`config.mk`:
```
export PLATFORM = sky130hd
export DESIGN_NAME = fp_result_pipe
export DESIGN_NICKNAME = d
export VERILOG_FILES = /design/src/rtl/fp_pkg.sv /design/src/rtl/fp_round_inc.sv /design/src/rtl/fp_result_pipe.sv
export SDC_FILE = /design/constraint.sdc
export NUM_CORES = 1
export LEC_CHECK = 0
export ABC_CLOCK_PERIOD_IN_PS = 2380
export CORE_ASPECT_RATIO = 1.4
export CORE_MARGIN = 3
export CORE_UTILIZATION = 44
export CTS_CLUSTER_DIAMETER = 80
export DETAILED_ROUTE_END_ITERATION = 8
export GPL_TIMING_DRIVEN = 0
export PLACE_DENSITY = 0.77
export SETUP_SLACK_MARGIN = 0.05
export SLEW_MARGIN = 10
export SYNTH_ARGS = -nofsm -noshare
export SYNTH_HDL_FRONTEND = slang
export SYNTH_SLANG_ARGS = --single-unit
```
`constraint.sdc`:
```
create_clock -name clk -period 2.38 [get_ports clk]
set_clock_uncertainty 0.1 [all_clocks]
set_input_delay 0.476 -clock clk [delete_from_list [all_inputs] [get_ports clk]]
set_output_delay 0.476 -clock clk [all_outputs]
set_load 0.05 [all_outputs]
```
`src/rtl/fp_pkg.sv`:
```
// Shared definitions for the FP result pipeline.
//   rm_e      : rounding-mode encoding (RNE=0, RTZ=1, RUP=2, RDN=3)
//   FP_EXP_W  : default exponent field width
//   FP_MAN_W  : default stored mantissa width
//   FLAG_OVF / FLAG_INX : bit positions inside the 2-bit flags vector
package fp_pkg;

  typedef enum logic [1:0] {
    RM_RNE = 2'd0,
    RM_RTZ = 2'd1,
    RM_RUP = 2'd2,
    RM_RDN = 2'd3
  } rm_e;

  localparam int FP_EXP_W = 5;
  localparam int FP_MAN_W = 10;

  localparam int FLAG_OVF = 1;
  localparam int FLAG_INX = 0;

endpackage

```
`src/rtl/fp_round_inc.sv`:
```
// Round-increment decision, purely combinational.
//   grs     : {guard, round, sticky}
//   man_lsb : lsb of the pre-rounding mantissa (tie-to-even)
//   sign    : result sign (directed modes)
//   rm      : rounding mode, present only with FP_ROUND_MODES_EN
//   inc     : 1 when the mantissa must be incremented
// Build option: FP_ROUND_MODES_EN selects all four modes; without it only
// round-to-nearest-even is implemented and the rm port does not exist.
module fp_round_inc
  import fp_pkg::*;
(
  input  logic [2:0] grs,
  input  logic       man_lsb,
  input  logic       sign,
`ifdef FP_ROUND_MODES_EN
  input  rm_e        rm,
`endif
  output logic       inc
);

  logic g;
  logic any_lost;

  assign g        = grs[2];
  assign any_lost = |grs;

`ifdef FP_ROUND_MODES_EN
  always_comb begin
    inc = 1'b0;
    case (rm)
      RM_RNE:  inc = g & (grs[1] | grs[0] | man_lsb);
      RM_RTZ:  inc = 1'b0;
      RM_RUP:  inc = ~sign & any_lost;
      RM_RDN:  inc = sign & any_lost;
      default: inc = 1'b0;
    endcase
  end
`else
  logic unused_sign_lost;
  assign unused_sign_lost = sign ^ any_lost;
  assign inc = g & (grs[1] | grs[0] | man_lsb);
`endif

endmodule

```
`src/rtl/fp_result_pipe.sv`:
```
// Two-stage rounding / packing pipeline for an FP adder result.
//   Stage 1 registers sign, e1 = exp+carry, mantissa and the round increment.
//   Stage 2 applies the increment, handles mantissa carry-out and overflow,
//   and holds the packed {sign, exp, man} result plus {overflow, inexact}.
// Ports:
//   clk, rst_n            : clock, async active-low reset
//   in_valid / in_ready   : input handshake
//   exp, carry, man, grs  : pre-normalised operand fields
//   a_sign, b_sign, swap  : sign selection (swap=1 -> b_sign)
//   rm                    : rounding mode (honoured only with FP_ROUND_MODES_EN)
//   out_valid / out_ready : output handshake
//   result, flags         : packed result and {overflow, inexact}
// Build option: FP_ROUND_MODES_EN enables RTZ/RUP/RDN; otherwise RNE is forced
// and no rounding-mode state is kept.
module fp_result_pipe
  import fp_pkg::*;
#(
  parameter  int EXP_W = FP_EXP_W,
  parameter  int MAN_W = FP_MAN_W,
  localparam int RES_W = 1 + EXP_W + MAN_W
) (
  input  logic             clk,
  input  logic             rst_n,
  input  logic             in_valid,
  output logic             in_ready,
  input  logic [EXP_W-1:0] exp,
  input  logic             carry,
  input  logic [MAN_W-1:0] man,
  input  logic [2:0]       grs,
  input  logic             a_sign,
  input  logic             b_sign,
  input  logic             swap,
  input  logic [1:0]       rm,
  output logic             out_valid,
  input  logic             out_ready,
  output logic [RES_W-1:0] result,
  output logic [1:0]       flags
);

  // Exponent after carry fits EXP_W+1 bits; one more bit absorbs the
  // mantissa rounding carry.
  localparam int E2_W = EXP_W + 2;
  localparam logic [E2_W-1:0] EXP_OVF = E2_W'((1 << EXP_W) - 1);

  // ---------------- stage 1 state ----------------
  logic             s1_valid_q, s1_valid_d;
  logic             s1_sign_q,  s1_sign_d;
  logic [EXP_W:0]   s1_e1_q,    s1_e1_d;
  logic [MAN_W-1:0] s1_man_q,   s1_man_d;
  logic             s1_inc_q,   s1_inc_d;
  logic             s1_inx_q,   s1_inx_d;
`ifdef FP_ROUND_MODES_EN
  rm_e              s1_rm_q,    s1_rm_d;
`endif

  // ---------------- stage 2 state ----------------
  logic             out_valid_q, out_valid_d;
  logic [RES_W-1:0] result_q,    result_d;
  logic [1:0]       flags_q,     flags_d;

  logic in_sign;
  logic in_inc;
  logic s2_adv;
  logic in_xfer;

  assign in_sign = swap ? b_sign : a_sign;

  // Output stage can take new data when empty or draining this edge;
  // stage 1 can accept when empty or moving on.
  assign s2_adv   = ~out_valid_q | out_ready;
  assign in_ready = ~s1_valid_q | s2_adv;
  assign in_xfer  = in_valid & in_ready;

`ifdef FP_ROUND_MODES_EN
  fp_round_inc u_round_inc (
    .grs     (grs),
    .man_lsb (man[0]),
    .sign    (in_sign),
    .rm      (rm_e'(rm)),
    .inc     (in_inc)
  );
`else
  logic unused_rm;
  assign unused_rm = ^rm;

  fp_round_inc u_round_inc (
    .grs     (grs),
    .man_lsb (man[0]),
    .sign    (in_sign),
    .inc     (in_inc)
  );
`endif

  // ---------------- stage 1 next state ----------------
  always_comb begin
    s1_valid_d = s1_valid_q;
    s1_sign_d  = s1_sign_q;
    s1_e1_d    = s1_e1_q;
    s1_man_d   = s1_man_q;
    s1_inc_d   = s1_inc_q;
    s1_inx_d   = s1_inx_q;
`ifdef FP_ROUND_MODES_EN
    s1_rm_d    = s1_rm_q;
`endif
    if (in_ready) s1_valid_d = in_valid;
    if (in_xfer) begin
      s1_sign_d = in_sign;
      s1_e1_d   = {1'b0, exp} + (EXP_W+1)'(carry);
      s1_man_d  = man;
      s1_inc_d  = in_inc;
      s1_inx_d  = |grs;
`ifdef FP_ROUND_MODES_EN
      s1_rm_d   = rm_e'(rm);
`endif
    end
  end

  // ---------------- stage 2 datapath ----------------
  logic [MAN_W:0]   m2;
  logic [E2_W-1:0]  e2;
  logic             ovf;
  logic             to_inf;
  logic [RES_W-1:0] packed_res;

  always_comb begin
    m2 = {1'b0, s1_man_q} + (MAN_W+1)'(s1_inc_q);
    // Mantissa wrap-around (all-ones + 1) bumps the exponent; m2 low bits
    // are already zero in that case.
    e2  = {1'b0, s1_e1_q} + E2_W'(m2[MAN_W]);
    ovf = (e2 >= EXP_OVF);

`ifdef FP_ROUND_MODES_EN
    case (s1_rm_q)
      RM_RNE:  to_inf = 1'b1;
      RM_RUP:  to_inf = ~s1_sign_q;
      RM_RDN:  to_inf = s1_sign_q;
      default: to_inf = 1'b0;
    endcase
`else
    to_inf = 1'b1;
`endif

    if (!ovf)
      packed_res = {s1_sign_q, e2[EXP_W-1:0], m2[MAN_W-1:0]};
    else if (to_inf)
      packed_res = {s1_sign_q, {EXP_W{1'b1}}, {MAN_W{1'b0}}};
    else
      packed_res = {s1_sign_q, {{(EXP_W-1){1'b1}}, 1'b0}, {MAN_W{1'b1}}};
  end

  // ---------------- stage 2 next state ----------------
  always_comb begin
    out_valid_d = out_valid_q;
    result_d    = result_q;
    flags_d     = flags_q;
    if (s2_adv) begin
      out_valid_d = s1_valid_q;
      if (s1_valid_q) begin
        result_d           = packed_res;
        flags_d[FLAG_OVF]  = ovf;
        flags_d[FLAG_INX]  = s1_inx_q | ovf;
      end
    end
  end

  always_ff @(posedge clk or negedge rst_n) begin
    if (!rst_n) begin
      s1_valid_q  <= 1'b0;
      s1_sign_q   <= 1'b0;
      s1_e1_q     <= '0;
      s1_man_q    <= '0;
      s1_inc_q    <= 1'b0;
      s1_inx_q    <= 1'b0;
`ifdef FP_ROUND_MODES_EN
      s1_rm_q     <= RM_RNE;
`endif
      out_valid_q <= 1'b0;
      result_q    <= '0;
      flags_q     <= '0;
    end else begin
      s1_valid_q  <= s1_valid_d;
      s1_sign_q   <= s1_sign_d;
      s1_e1_q     <= s1_e1_d;
      s1_man_q    <= s1_man_d;
      s1_inc_q    <= s1_inc_d;
      s1_inx_q    <= s1_inx_d;
`ifdef FP_ROUND_MODES_EN
      s1_rm_q     <= s1_rm_d;
`endif
      out_valid_q <= out_valid_d;
      result_q    <= result_d;
      flags_q     <= flags_d;
    end
  end

  assign out_valid = out_valid_q;
  assign result    = result_q;
  assign flags     = flags_q;

endmodule

```
Word level (Yosys, flattened, before mapping):

Index checks and enable logic that the tools add are counted.

* input bits: 28
* output and inout port bits: 20
* logic and storage cells: 26
* register bits after elaboration: 39

* $add $sub $neg: 3
* multiplexer cells: 2
* order comparisons: 1
* reduce and logical (&&, ||, !) cells: 2
* bitwise logic cells: 9

Operator list (count)
* $mux W15: 1
* $add A10 B1 Y11: 1
* $add A6 B1 Y7: 1
* $ge A7 B5 Y1 const B: 1
* $add A5 B1 Y6: 1
* $or A1 B1 Y1: 5
* $reduce_or A3 Y1: 1
* $and A1 B1 Y1: 2
* $not A1 Y1: 2
* $reduce_and A2 Y1: 1
* $mux W1: 1

Depth between registers and ports, before layout:

Gate-level depths: netlist of run 1.

* word-level depth: 4
* mapped depth: 10
* mapped depth without buffers: 10

Hierarchy:

From an unflattened synthesis of run 1, not the netlist that was laid out.

* cell total of the unflattened synthesis: 162
* area total of the unflattened synthesis: 1898.1 sq um

By module, submodules not included
* fp_result_pipe: times used 1, area an instance 1889.3 sq um, sequential area each 975.9 sq um, cells each 161
* fp_round_inc: times used 1, area an instance 8.8 sq um, sequential area each 0.0 sq um, cells each 1

Worst setup path after synthesis of run 1:

OpenSTA, ideal clock, no wires.

* kind: register to register
* start point: register out_valid_q (netlist: out_valid)
* end point: register s1_e1_q[0]
* period minus slack after synthesis: 2.395 ns
* cell stages (with the launch flop): 5
* setup time: 0.125 ns
* arrival: 2.170 ns
* buffers on the path: 1
* data required time: 2.155 ns
* path slack: -0.015 ns
* cells stage by stage: dfrtp_1 -> nand3b_1 -> nand2_1 -> buf_2 -> mux2_2

* longest elaborated chain between the ends: 4

RTL lines
* from (decl): RTL line fp_result_pipe.sv:57 `logic out_valid_q, out_valid_d;`
* from (signal assigned): RTL line fp_result_pipe.sv:190 `out_valid_q <= out_valid_d;`
* $not A1 Y1: RTL line fp_result_pipe.sv:70 `assign s2_adv = ~out_valid_q | out_ready;`
* $or A1 B1 Y1: RTL line fp_result_pipe.sv:70
* $or A1 B1 Y1: RTL line fp_result_pipe.sv:71 `assign in_ready = ~s1_valid_q | s2_adv;`
* named net in_ready: RTL line fp_result_pipe.sv:25 `output logic in_ready,`
* $and A1 B1 Y1: RTL line fp_result_pipe.sv:72 `assign in_xfer = in_valid & in_ready;`
* to (signal assigned): RTL line fp_result_pipe.sv:170 `s1_e1_q <= '0;`
* to (signal assigned): RTL line fp_result_pipe.sv:183 `s1_e1_q <= s1_e1_d;`
* to (decl): RTL line fp_result_pipe.sv:48 `logic [EXP_W:0] s1_e1_q, s1_e1_d;`

The timed path passes the listed nets, and every way through them passes these cells.
A chain may end at the register's enable or synchronous reset.

Worst setup path after layout of run 1:

* start point: register s1_man_q[0]
* end point: register result_q[3] (netlist: result[3])

* longest elaborated chain between the ends: 4

RTL lines
* from (decl): RTL line fp_result_pipe.sv:49 `logic [MAN_W-1:0] s1_man_q, s1_man_d;`
* from (signal assigned): RTL line fp_result_pipe.sv:184 `s1_man_q <= s1_man_d;`
* $add A10 B1 Y11 (*): RTL line fp_result_pipe.sv:126 `m2 = {1'b0, s1_man_q} + (MAN_W+1)'(s1_inc_q);`
* $add A6 B1 Y7: RTL line fp_result_pipe.sv:129 `e2 = {1'b0, s1_e1_q} + E2_W'(m2[MAN_W]);`
* $ge A7 B5 Y1: RTL line fp_result_pipe.sv:130 `ovf = (e2 >= EXP_OVF);`
* $mux W15 (*): RTL line fp_result_pipe.sv:143 `if (!ovf)`
* to (signal assigned): RTL line fp_result_pipe.sv:191 `result_q <= result_d;`
* to (decl): RTL line fp_result_pipe.sv:58 `logic [RES_W-1:0] result_q, result_d;`

Mark *: on every way between the ends. The rest lies on a longest branch, timed or not.

==> key figures, run 1 <==
STA
  • Headroom to the max-slew limit: 66.6%
  • Setup repair after global routing missed its margin: true
  • Clock period minus worst slack: 2460 ps
  • Worst Max-Slew Pin Slew: 499 ps
  • Highest clock rate: 407 MHz
  • Share of the cycle needed by the critical path after routing: 103%
  • Endpoints failing hold: 0
  • Hold WS: 375 ps
  • Final critical-path setup slack: -78.1 ps
  • Setup Total Neg Slack: -467 ps
  • Final Max Slew Viols: 0
  • Endpoints failing setup: 13

Logic synthesis
  • Number of enable flip-flop cells after synthesis: 0
  • Number of synthesized register bits: 39
  • Mapped Cells: 166
  • Yosys top cell area share: 51.4%
  • Cell area after technology mapping: 1900 um^2
  • Register area share after synthesis: 51.4%
  • Mean post-synth cell area: 11.4 um^2
  • Synth top area cells: sky130_fd_sc_hd__dfrtp_1, sky130_fd_sc_hd__mux2_2, sky130_fd_sc_hd__o31ai_2
  • Cell type with the largest total area after synthesis: sky130_fd_sc_hd__dfrtp_1
  • Proportion of register bits with asynchronous set or reset after synthesis: 100%
  • Net count of the mapped netlist: 200
  • Warning count from the yosys run: 0
  • Most instantiated cells after synthesis: sky130_fd_sc_hd__dfrtp_1, sky130_fd_sc_hd__nand2_1, sky130_fd_sc_hd__mux2_2
  • Most frequent cell after synthesis: sky130_fd_sc_hd__dfrtp_1
  • Netlist cell types: 33
  • Main synth FF type: sky130_fd_sc_hd__dfrtp_1

Drt
  • Per-cell via count in the routed design: 5.36
  • Routed wire length: 4080 um
  • Via Count: 1452
  • Drt initial violations: 24
  • Residual antenna-violating net count after detailed routing: 0
  • Number of iterations in the first detailed-routing pass: 4
  • Number of remaining DRC errors: 0
  • Average routed wire per standard cell: 15.0 um

Worst setup path
  • Critical Path Start: s1_man_q[0]$_DFFE_PN0P_
  • Beginning of the worst register-to-register path: s1_man_q[0]$_DFFE_PN0P_
  • WP data arrival: 2560 ps
  • Maximum net fanout on the critical path: 10
  • Critical path class: register to register
  • Startpoint kind of the worst setup timing path: register
  • Capturing element type of the critical path: register
  • Critical Path, Cell by Cell: ha_4 -> ha_4 -> nand3_4 -> nor4_4 -> ha_2 -> buf_4 -> nand3_4 -> mux2_4 -> buf_12 -> o31ai_2
  • Delay of the slowest critical-path stage: 400 ps
  • R2R setup slack: -80 ps
  • Highest-delay cell along the critical path: sky130_fd_sc_hd__dfrtp_1
  • Required time of the critical path: 2480 ps

Cells and area
  • Share of layout cells above drive strength 1: 24.1%
  • Ant diodes: 0
  • Final nets: 261
  • Signed area change from the synthesized netlist to the final layout: 44.0%
  • Final design area excluding fillers: 2730 um^2

Placement
  • Quantity of I/O buffers inserted on ports: 45
  • Placement-stage worst setup slack: -273 ps
  • Global placement routability congestion: 0.809
  • Detailed Place HPWL: 2850 um
  • Area after DPL: 2470 um^2

Global routing
  • Pin count of the biggest net entering global routing: 34
  • Vias in the first global route: 1435
  • Global-route wire length before repair: 6800 um
  • GRT Overall Usage: 17.3%
  • Global route overflow: 0
  • Initial antenna violation count: 0

Floorplan
  • Top-level port count: 48
  • Number of rows created at floorplan: 27
  • Area of the placeable core: 4050 um^2
  • Die Outline Area: 5150 um^2
  • Initial cell density of the core: 46.8%
  • Die boundary width: 61.5 um
  • Chip height: 83.7 um

Power and ir drop
  • PD cells: 805 nW/um^2
  • Internal: 1.38 mW
  • Relative contribution of combinational cells to total power: 37.1%
  • Power after layout: 2.20 mW
  • Leakage power total: 1.12 nW
  • Switching share of power: 37.2%
  • Net Switching: 0.818 mW
  • Sequential share of power: 40.6%
  • Worst vdd ir: 0.418 mV
  • Portion of total power attributed to the clock network: 22.2%

Flow run
  • Count of maximum capacitance violations: 0

Min path
  • Launch point of the worst hold path: result[15]$_DFFE_PN0P_
  • Worst hold path class: register to register

CTS
  • Clock sink count: 39
  • Clock insertion delay at the later pin of the skew report: 290 ps
  • Clock tree buffer depth: 2
  • CTS tree: done
  • Total clock buffers created by CTS: 5
  • Clock-pin transition on the worst setup and hold timing paths: 80 ps
  • CTS H-Tree Depth: 2
  • Root buf cell: sky130_fd_sc_hd__clkbuf_8

Status
  • Result of the run: complete, but fails checks
  • Failing checks: negative setup slack
-- per-stage QoR --
stage	utilization, %	std cells
global placement	60.5	254
floorplan	-	166
detailed placement	60.9	255
CTS	65.8	269
global route	67.4	271
finish	67.4	271
-- registers in the layout (all words and copies together) (netlist names) --
name        count
flags           2
out_valid       1
result         16
s1_e1_q         6
s1_inc_q        1
s1_inx_q        1
s1_man_q       10
s1_sign_q       1
s1_valid_q      1
-- power groups by stage --
stage          sequential (mW)  combinational [mW]  clock [mW]
2_1_floorplan             1.14               0.241           0
3_3_place_gp             0.889               0.747           0
3_5_place_dp             0.896               0.759           0
4_1_cts                  0.887               0.786       0.493
5_1_grt                  0.911               0.871       0.520
6_report                 0.894               0.817       0.489
-- worst paths after layout --
check | depth (start not counted) | endpoint
worst max-delay path | 10 | result[3]$_DFFE_PN0P_
worst min-delay path | 2 | result[15]$_DFFE_PN0P_
worst min register to register | 2 | result[15]$_DFFE_PN0P_
min in group asynchronous | 2 | result[13]$_DFFE_PN0P_
worst max register to register | 10 | result[3]$_DFFE_PN0P_
max in group asynchronous | 3 | s1_man_q[5]$_DFFE_PN0P_
-- worst max-delay path, delay by kind of cell (launching register included) --
family                     cells  cell delay (ps)
AOI/OAI and AO/OA              1              260
buffers and inverters          2              300
DFF                            1              400
adders and majority gates      3              590
muxes                          1              360
and+or+nand+nor                3              360
-- cell families after synthesis --
group | share of synthesized area (%)
DFF | 51.4
xor gates and xnor gates | 6.00
buffers and inverters | 2.83
muxes | 8.96
and+or+nand+nor | 13.1
adders and majority gates | 3.96
AOI/OAI and AO/OA | 13.8
-- per-layer routing --
layer | share of wire (%) | vias up | GRT usage (%)
li1 | - | 714 | -
met1 | 41 | 700 | 21.0
met2 | 53 | 33 | 28.4
met3 | 4.5 | 5 | 5.42
met4 | 1.3 | 0 | 5.21
met5 | 0 | - | 0
-- cell usage in the layout (no fill, tap or decap), drive strengths merged, types with 2 or more instances in the layout --
| cell type | instances |
|---|---|
| o32a | 2 |
| nand4 | 2 |
| inv | 5 |
| dfrtp | 39 |
| nor3 | 3 |
| buf | 12 |
| nand2 | 28 |
| o31ai | 13 |
| o21ai | 7 |
| mux2 | 13 |
| nand2b | 4 |
| ha | 6 |
| clkbuf | 11 |
| nor2 | 4 |
| xnor2 | 7 |
| xor2 | 6 |
| clkdlybuf4s50 | 43 |
| mux2i | 2 |
| nand3 | 7 |
| a31oi | 4 |
-- area by class of cell --
cell class / instances / area, um^2
clock buffers: 8 / 100
fillers: 302 / 1320
inverters: 5 / 18.8
plain buffers: 6 / 47.5
multi-input cells: 116 / 1010
well taps: 43 / 53.8
repair buffers: 54 / 531
flip-flops and latches: 39 / 977
-- what timing repair did --
item,CTS,global route
endpoints found under the setup margin,15,15
buffers inserted,4,2
resized for setup,10,7
endpoints found under the hold margin,6,0
hold buffers,1,0
gates cloned,1,0
pin swaps,5,6
Note: power is estimated with default switching activity, not from simulation.
==> run 2: changes to the inputs <==
--- a/config.mk
+++ b/config.mk
@@ -7,9 +7,9 @@
 export LEC_CHECK = 0
 export ABC_CLOCK_PERIOD_IN_PS = 2380
 export CORE_ASPECT_RATIO = 1.4
-export CORE_MARGIN = 3
 export CORE_UTILIZATION = 44
 export CTS_CLUSTER_DIAMETER = 80
+export CTS_CLUSTER_SIZE = 8
 export DETAILED_ROUTE_END_ITERATION = 8
 export GPL_TIMING_DRIVEN = 0
 export PLACE_DENSITY = 0.77
==> run 2 against run 1 <==
Compared with the run above: the run ends with design-rule violations, negative setup slack left; sequential cell count unchanged; global-route usage rose by 2.7 points; count of clock-buffer cells in the layout fell by 2; maximum frequency is 0.12% lower; setup slack lost 3.0 ps; largest power group unchanged; power grew 2.5%.
==> key figures, run 2 (synthesis results as in run 1) <==
Global routing
  • Initial antenna violation count: 0 (unchanged)
  • Global-route wire length before repair: 6930 um (was 6800 um)
  • Vias in the first global route: 1543 (was 1435)
  • GRT Overall Usage: 20.0% (was 17.3%)
  • Pin count of the biggest net entering global routing: 40 (was 34)
  • Global route overflow: 0 (unchanged)

STA
  • Setup repair after global routing missed its margin: true (unchanged)
  • Hold WS: 183 ps (was 375 ps)
  • Headroom to the max-slew limit: 42.3% (was 66.6%)
  • Final Max Slew Viols: 0 (unchanged)
  • Worst Max-Slew Pin Slew: 866 ps (was 499 ps)
  • Final critical-path setup slack: -81.1 ps (was -78.1 ps)
  • Endpoints failing setup: 13 (unchanged)
  • Share of the cycle needed by the critical path after routing: 103% (about the same)
  • Highest clock rate: 406 MHz (was 407 MHz)
  • Setup Total Neg Slack: -869 ps (was -467 ps)
  • Endpoints failing hold: 0 (unchanged)
  • Clock period minus worst slack: 2460 ps (about the same)

Floorplan
  • Die boundary width: 57.5 um (was 61.5 um)
  • Die Outline Area: 4580 um^2 (was 5150 um^2)
  • Number of rows created at floorplan: 27 (unchanged)
  • Area of the placeable core: 4020 um^2 (was 4050 um^2)
  • Chip height: 79.7 um (was 83.7 um)
  • Top-level port count: 48 (unchanged)
  • Initial cell density of the core: 47.2% (was 46.8%)

Cells and area
  • Signed area change from the synthesized netlist to the final layout: 44.6% (was 44.0%)
  • Flip-flop count of the largest register after layout: 16 (unchanged)
  • Ant diodes: 0 (unchanged)
  • Share of layout cells above drive strength 1: 25.3% (was 24.1%)
  • Fill cell count: 304 (was 302)
  • Most frequent cells in the layout: sky130_fd_sc_hd__clkdlybuf4s50_1, sky130_fd_sc_hd__dfrtp_1, sky130_fd_sc_hd__nand2_1 (unchanged)
  • Most frequent standard cell in the layout excluding fill and tap cells: sky130_fd_sc_hd__clkdlybuf4s50_1 (unchanged)
  • Final nets: 262 (was 261)

Placement
  • Quantity of I/O buffers inserted on ports: 45 (unchanged)
  • Global placement routability congestion: 0.830 (was 0.809)
  • Detailed Place HPWL: 2820 um (was 2850 um)

Power and ir drop
  • PD cells: 822 nW/um^2 (was 805 nW/um^2)
  • Leakage power total: 1.13 nW (was 1.12 nW)
  • Worst vdd ir: 0.505 mV (was 0.418 mV)

Drt
  • Drt initial violations: 41 (was 24)
  • Number of remaining DRC errors: 4 (was 0)
  • Via Count: 1467 (was 1452)
  • Number of iterations in the first detailed-routing pass: 6 (was 4)
  • Residual antenna-violating net count after detailed routing: 0 (unchanged)
  • Routed wire length: 4010 um (was 4080 um)
  • Average routed wire per standard cell: 14.7 um (was 15.0 um)
  • Per-cell via count in the routed design: 5.39 (was 5.36)

CTS
  • Clock tree buffer depth: 2 (unchanged)
  • Root buf cell: sky130_fd_sc_hd__clkbuf_8 (unchanged)
  • CTS tree: done (unchanged)
  • Clock insertion delay at the later pin of the skew report: 300 ps (was 290 ps)
  • Clock sink count: 39 (unchanged)
  • CTS H-Tree Depth: 2 (unchanged)
  • Clock-pin transition on the worst setup and hold timing paths: 80 ps (about the same)
  • Total clock buffers created by CTS: 5 (unchanged)

Worst setup path
  • Highest-delay cell along the critical path: sky130_fd_sc_hd__dfrtp_1 (unchanged)
  • Delay of the slowest critical-path stage: 400 ps (about the same)
  • Maximum net fanout on the critical path: 5 (was 10)
  • Capturing element type of the critical path: register (unchanged)
  • Critical path class: register to register (unchanged)
  • WP data arrival: 2550 ps (was 2560 ps)
  • Required time of the critical path: 2460 ps (was 2480 ps)
  • Critical Path, Cell by Cell: ha_4 -> ha_4 -> nand3_4 -> nor4_4 -> ha_2 -> buf_6 -> nand3_4 -> xor2_4 -> o31ai_4 -> buf_6 -> o31ai_2 (was ha_4 -> ha_4 -> nand3_4 -> nor4_4 -> ha_2 -> buf_4 -> nand3_4 -> mux2_4 -> buf_12 -> o31ai_2)
  • Startpoint kind of the worst setup timing path: register (unchanged)

Status
  • Failing checks: design-rule violations, negative setup slack (was negative setup slack)
  • Result of the run: complete, but fails checks (unchanged)

Min path
  • Worst hold path class: input port to async pin (was register to register)

Flow run
  • Count of maximum capacitance violations: 0 (unchanged)
==> run 2: cell count changes in the layout (fill, tap and decap cells not counted), sizes merged <==
cell / previous run / this run
buf: 12 / 14
dlygate4sd3: 1 / 0
clkbuf: 11 / 9
bufinv: 0 / 1
clkinv: 0 / 1
==> run 2: worst paths after layout <==
check                                        from                     end  cells after the start  slack (ps)
setup / recovery             s1_inc_q$_DFFE_PN0P_   result[7]$_DFFE_PN0P_                     11         -80
hold / removal                              rst_n  result[14]$_DFFE_PN0P_                      1         180
setup reg to reg             s1_inc_q$_DFFE_PN0P_   result[7]$_DFFE_PN0P_                     11         -80
hold reg to reg            result[15]$_DFFE_PN0P_  result[15]$_DFFE_PN0P_                      2         380
max in group asynchronous                   rst_n  result[10]$_DFFE_PN0P_                      1        1450
min in group clk           result[15]$_DFFE_PN0P_  result[15]$_DFFE_PN0P_                      2         380
==> run 2: routing by layer <==
layer	vias up	wire length [um]	global-route usage (%)
met1	699	1570	21.7
met2	46	2120	35.3
met4	0	93	8.54
met5	-	0	0
met3	11	231	6.00
li1	711	-	-
==> run 2: report_power, final <==
group          switching (mW)  leakage, nW  internal, mW
Clock                   0.230       0.0612         0.339
Combinational           0.470        0.609         0.323
Sequential              0.109        0.464         0.784
==> run 2: layout make-up <==
type | instances | area (um^2) | share of cell area [%]
Timing Repair Buffer | 55 | 551 | 20.1
Tap cell | 43 | 53.8 | 1.96
Sequential cell | 39 | 976 | 35.6
Multi-Input combinational cell | 116 | 985 | 35.9
Inverter | 5 | 18.8 | 0.684
Clock buffer | 6 | 82.6 | 3.01
Clock inverter | 2 | 35.0 | 1.28
Buffer | 6 | 42.5 | 1.55
==> run 2: stage by stage <==
stage	area, um^2	util, %	cells	total power, mW	setup WS, ps
after floorplan	1950	-	166	1.38	66.2
after global placement	2450	61.0	254	1.63	-152
after detailed placement	2450	60.9	254	1.65	-214
after CTS	2710	67.4	270	2.25	-121
after global routing	2740	68.3	272	2.36	-178
final	2740	68.3	272	2.26	-81.1
==> run 2: worst max-delay path: cells and delay by family, from the launching register on <==
family / cells / cell delay [ps]
AO/OA/AOI/OAI: 2 / 430
XOR/XNOR: 1 / 180
adder cells (fa/ha/maj): 3 / 580
buffers and inverters: 2 / 290
flip-flops: 1 / 400
AND/OR/NAND/NOR: 3 / 360
==> run 2: repair_timing <==
item                       in CTS  in global routing
setup buffers                   6                  2
hold buffers                    0                  0
gates cloned                    2                  0
pin swaps                       3                  5
hold endpoints to repair        0                  0
gates resized for setup        13                  3
setup endpoints to repair      15                 13
==> run 3: changes to the inputs <==
--- a/config.mk
+++ b/config.mk
@@ -7,12 +7,13 @@
 export LEC_CHECK = 0
 export ABC_CLOCK_PERIOD_IN_PS = 2380
 export CORE_ASPECT_RATIO = 1.4
-export CORE_UTILIZATION = 44
+export CORE_UTILIZATION = 40
 export CTS_CLUSTER_DIAMETER = 80
 export CTS_CLUSTER_SIZE = 8
 export DETAILED_ROUTE_END_ITERATION = 8
+export DONT_BUFFER_PORTS = 1
 export GPL_TIMING_DRIVEN = 0
-export PLACE_DENSITY = 0.77
+export PLACE_DENSITY = 0.57
 export SETUP_SLACK_MARGIN = 0.05
 export SLEW_MARGIN = 10
 export SYNTH_ARGS = -nofsm -noshare
==> run 3 against run 2 <==
Compared with the run above: the run now ends clean; via count decreased by 12%; combinational power shrank 55%; cell count fell by 8.8%; sequential cell count is the same; setup slack improved by 110 ps; design area decreased by 15%; die area is 9.7% higher; power down 11%; sequential power increased by 30%; critical path type unchanged; critical endpoint is now result[11]$_DFFE_PN0P_.
==> key figures, run 3 (synthesis results as in run 1) <==
Global routing
  • Vias in the first global route: 1332 (was 1543)
  • GRT Overall Usage: 16.3% (was 20.0%)
  • Pin count of the biggest net entering global routing: 40 (unchanged)
  • Global-route wire length before repair: 6100 um (was 6930 um)
  • Global route overflow: 0 (unchanged)
  • Initial antenna violation count: 0 (unchanged)

STA
  • Setup repair after global routing missed its margin: true (unchanged)
  • Highest clock rate: 424 MHz (was 406 MHz)
  • Share of the cycle needed by the critical path after routing: 99.0% (was 103%)
  • Endpoints failing setup: 0 (was 13)
  • Final Max Slew Viols: 0 (unchanged)
  • Clock period minus worst slack: 2360 ps (was 2460 ps)
  • Setup Total Neg Slack: 0 ps (was -869 ps)
  • Worst Max-Slew Pin Slew: 668 ps (was 866 ps)
  • Headroom to the max-slew limit: 55.3% (was 42.3%)
  • Hold WS: 205 ps (was 183 ps)
  • Endpoints failing hold: 0 (unchanged)

Worst setup path
  • WP data arrival: 2420 ps (was 2550 ps)
  • Required time of the critical path: 2450 ps (was 2460 ps)
  • Maximum net fanout on the critical path: 4 (was 5)
  • Startpoint kind of the worst setup timing path: register (unchanged)
  • Critical path class: register to register (unchanged)
  • Capturing element type of the critical path: register (unchanged)

Power and ir drop
  • PD cells: 857 nW/um^2 (was 822 nW/um^2)
  • Worst vdd ir: 0.365 mV (was 0.505 mV)
  • Power after layout: 2.00 mW (was 2.26 mW)
  • Leakage power total: 0.960 nW (was 1.13 nW)

Drt
  • Routed wire length: 3720 um (was 4010 um)
  • Drt initial violations: 49 (was 41)
  • Per-cell via count in the routed design: 5.19 (was 5.39)
  • Average routed wire per standard cell: 15.0 um (was 14.7 um)
  • Number of iterations in the first detailed-routing pass: 4 (was 6)
  • Via Count: 1288 (was 1467)
  • Residual antenna-violating net count after detailed routing: 0 (unchanged)
  • Number of remaining DRC errors: 0 (was 4)

Cells and area
  • Most frequent standard cell in the layout excluding fill and tap cells: sky130_fd_sc_hd__dfrtp_1 (was sky130_fd_sc_hd__clkdlybuf4s50_1)
  • Share of layout cells above drive strength 1: 31.2% (was 25.3%)
  • Final nets: 219 (was 262)
  • Ant diodes: 0 (unchanged)
  • Most frequent cells in the layout: sky130_fd_sc_hd__dfrtp_1, sky130_fd_sc_hd__nand2_1, sky130_fd_sc_hd__mux2_2 (was sky130_fd_sc_hd__clkdlybuf4s50_1, sky130_fd_sc_hd__dfrtp_1, sky130_fd_sc_hd__nand2_1)
  • Fill cell count: 416 (was 304)
  • Flip-flop count of the largest register after layout: 16 (unchanged)
  • Signed area change from the synthesized netlist to the final layout: 23.1% (was 44.6%)

CTS
  • Clock insertion delay at the later pin of the skew report: 280 ps (was 300 ps)
  • Clock-pin transition on the worst setup and hold timing paths: 70 ps (was 80 ps)
  • Total clock buffers created by CTS: 5 (unchanged)
  • Clock tree buffer depth: 2 (unchanged)
  • CTS H-Tree Depth: 2 (unchanged)
  • Clock sink count: 39 (unchanged)
  • CTS tree: done (unchanged)
  • Root buf cell: sky130_fd_sc_hd__clkbuf_8 (unchanged)

Flow run
  • Count of maximum capacitance violations: 0 (unchanged)

Floorplan
  • Number of rows created at floorplan: 29 (was 27)
  • Top-level port count: 48 (unchanged)
  • Initial cell density of the core: 41.8% (was 47.2%)
  • Area of the placeable core: 4540 um^2 (was 4020 um^2)
  • Chip height: 83.5 um (was 79.7 um)
  • Die Outline Area: 5030 um^2 (was 4580 um^2)
  • Die boundary width: 60.2 um (was 57.5 um)

Status
  • Result of the run: completed (was complete, but fails checks)

Placement
  • Quantity of I/O buffers inserted on ports: 0 (was 45)
  • Global placement routability congestion: 0.840 (was 0.830)
  • Detailed Place HPWL: 2730 um (was 2820 um)

Min path
  • Worst hold path class: input port to register (was input port to async pin)
-- run 3: area by class of cell --
type,count,area (um^2),area share (%)
Sequential cell,39,977,41.8
Timing Repair Buffer,12,109,4.66
Tap cell,62,77.6,3.32
Inverter,5,18.8,0.803
Buffer,6,42.5,1.82
Clock buffer,8,100,4.28
Multi-Input combinational cell,116,1010,43.3
-- run 3: repair_timing --
item	4_1_cts	5_1_grt
buffers inserted	4	5
pin swaps	12	4
gates resized for setup	10	6
hold buffers	2	0
gates cloned	1	0
endpoints found under the hold margin	39	0
endpoints found under the setup margin	26	19
-- run 3: per-layer routing --
metal	part of all wire (%)	GRT usage [%]	vias up
met3	7.0	5.74	5
met5	0	0	-
met1	41	19.2	619
li1	-	-	624
met2	50	26.3	40
met4	1.6	6.34	0
-- run 3: worst paths after layout --
path,start,to,slack [ps],cells past startpoint
setup / recovery,s1_inc_q$_DFFE_PN0P_,result[11]$_DFFE_PN0P_,20,10
hold / removal,in_valid,s1_valid_q$_DFFE_PN0N_,200,1
setup reg to reg,s1_inc_q$_DFFE_PN0P_,result[11]$_DFFE_PN0P_,20,10
hold reg to reg,s1_inx_q$_DFFE_PN0P_,s1_inx_q$_DFFE_PN0P_,400,2
max in group asynchronous,rst_n,result[2]$_DFFE_PN0P_,1440,2
min in group asynchronous,rst_n,result[14]$_DFFE_PN0P_,540,2
-- run 3: power breakdown --
part           total [mW]  switching, mW  internal, mW  leakage (nW)
Combinational       0.358          0.171         0.188         0.445
Clock               0.478          0.214         0.264        0.0515
Sequential           1.16          0.386         0.779         0.463
Total                2.00          0.771          1.23         0.960
-- run 3: worst max-delay path, cell delays in order, from the launching register on --
cell and delay (ps):
sky130_fd_sc_hd__dfrtp_1 390, sky130_fd_sc_hd__ha_4 160, sky130_fd_sc_hd__ha_4 140, sky130_fd_sc_hd__nand3_4 90, sky130_fd_sc_hd__nor4_4 280, sky130_fd_sc_hd__ha_4 220, sky130_fd_sc_hd__nand3_2 100, sky130_fd_sc_hd__xor2_2 220
sky130_fd_sc_hd__o31ai_4 110, sky130_fd_sc_hd__buf_4 150, sky130_fd_sc_hd__o32a_1 280
-- run 3: metrics by stage --
stage | util (%) | worst slack, ps | cells | cell area, um^2
3_3_place_gp | 44.7 | -152 | 228 | 2030
2_1_floorplan | - | 66.2 | 166 | 1950
6_report | 51.5 | 24.0 | 248 | 2340
5_1_grt | 51.5 | -68.1 | 248 | 2340
4_1_cts | 49.7 | -46.1 | 243 | 2250
3_5_place_dp | 44.7 | -198 | 228 | 2030
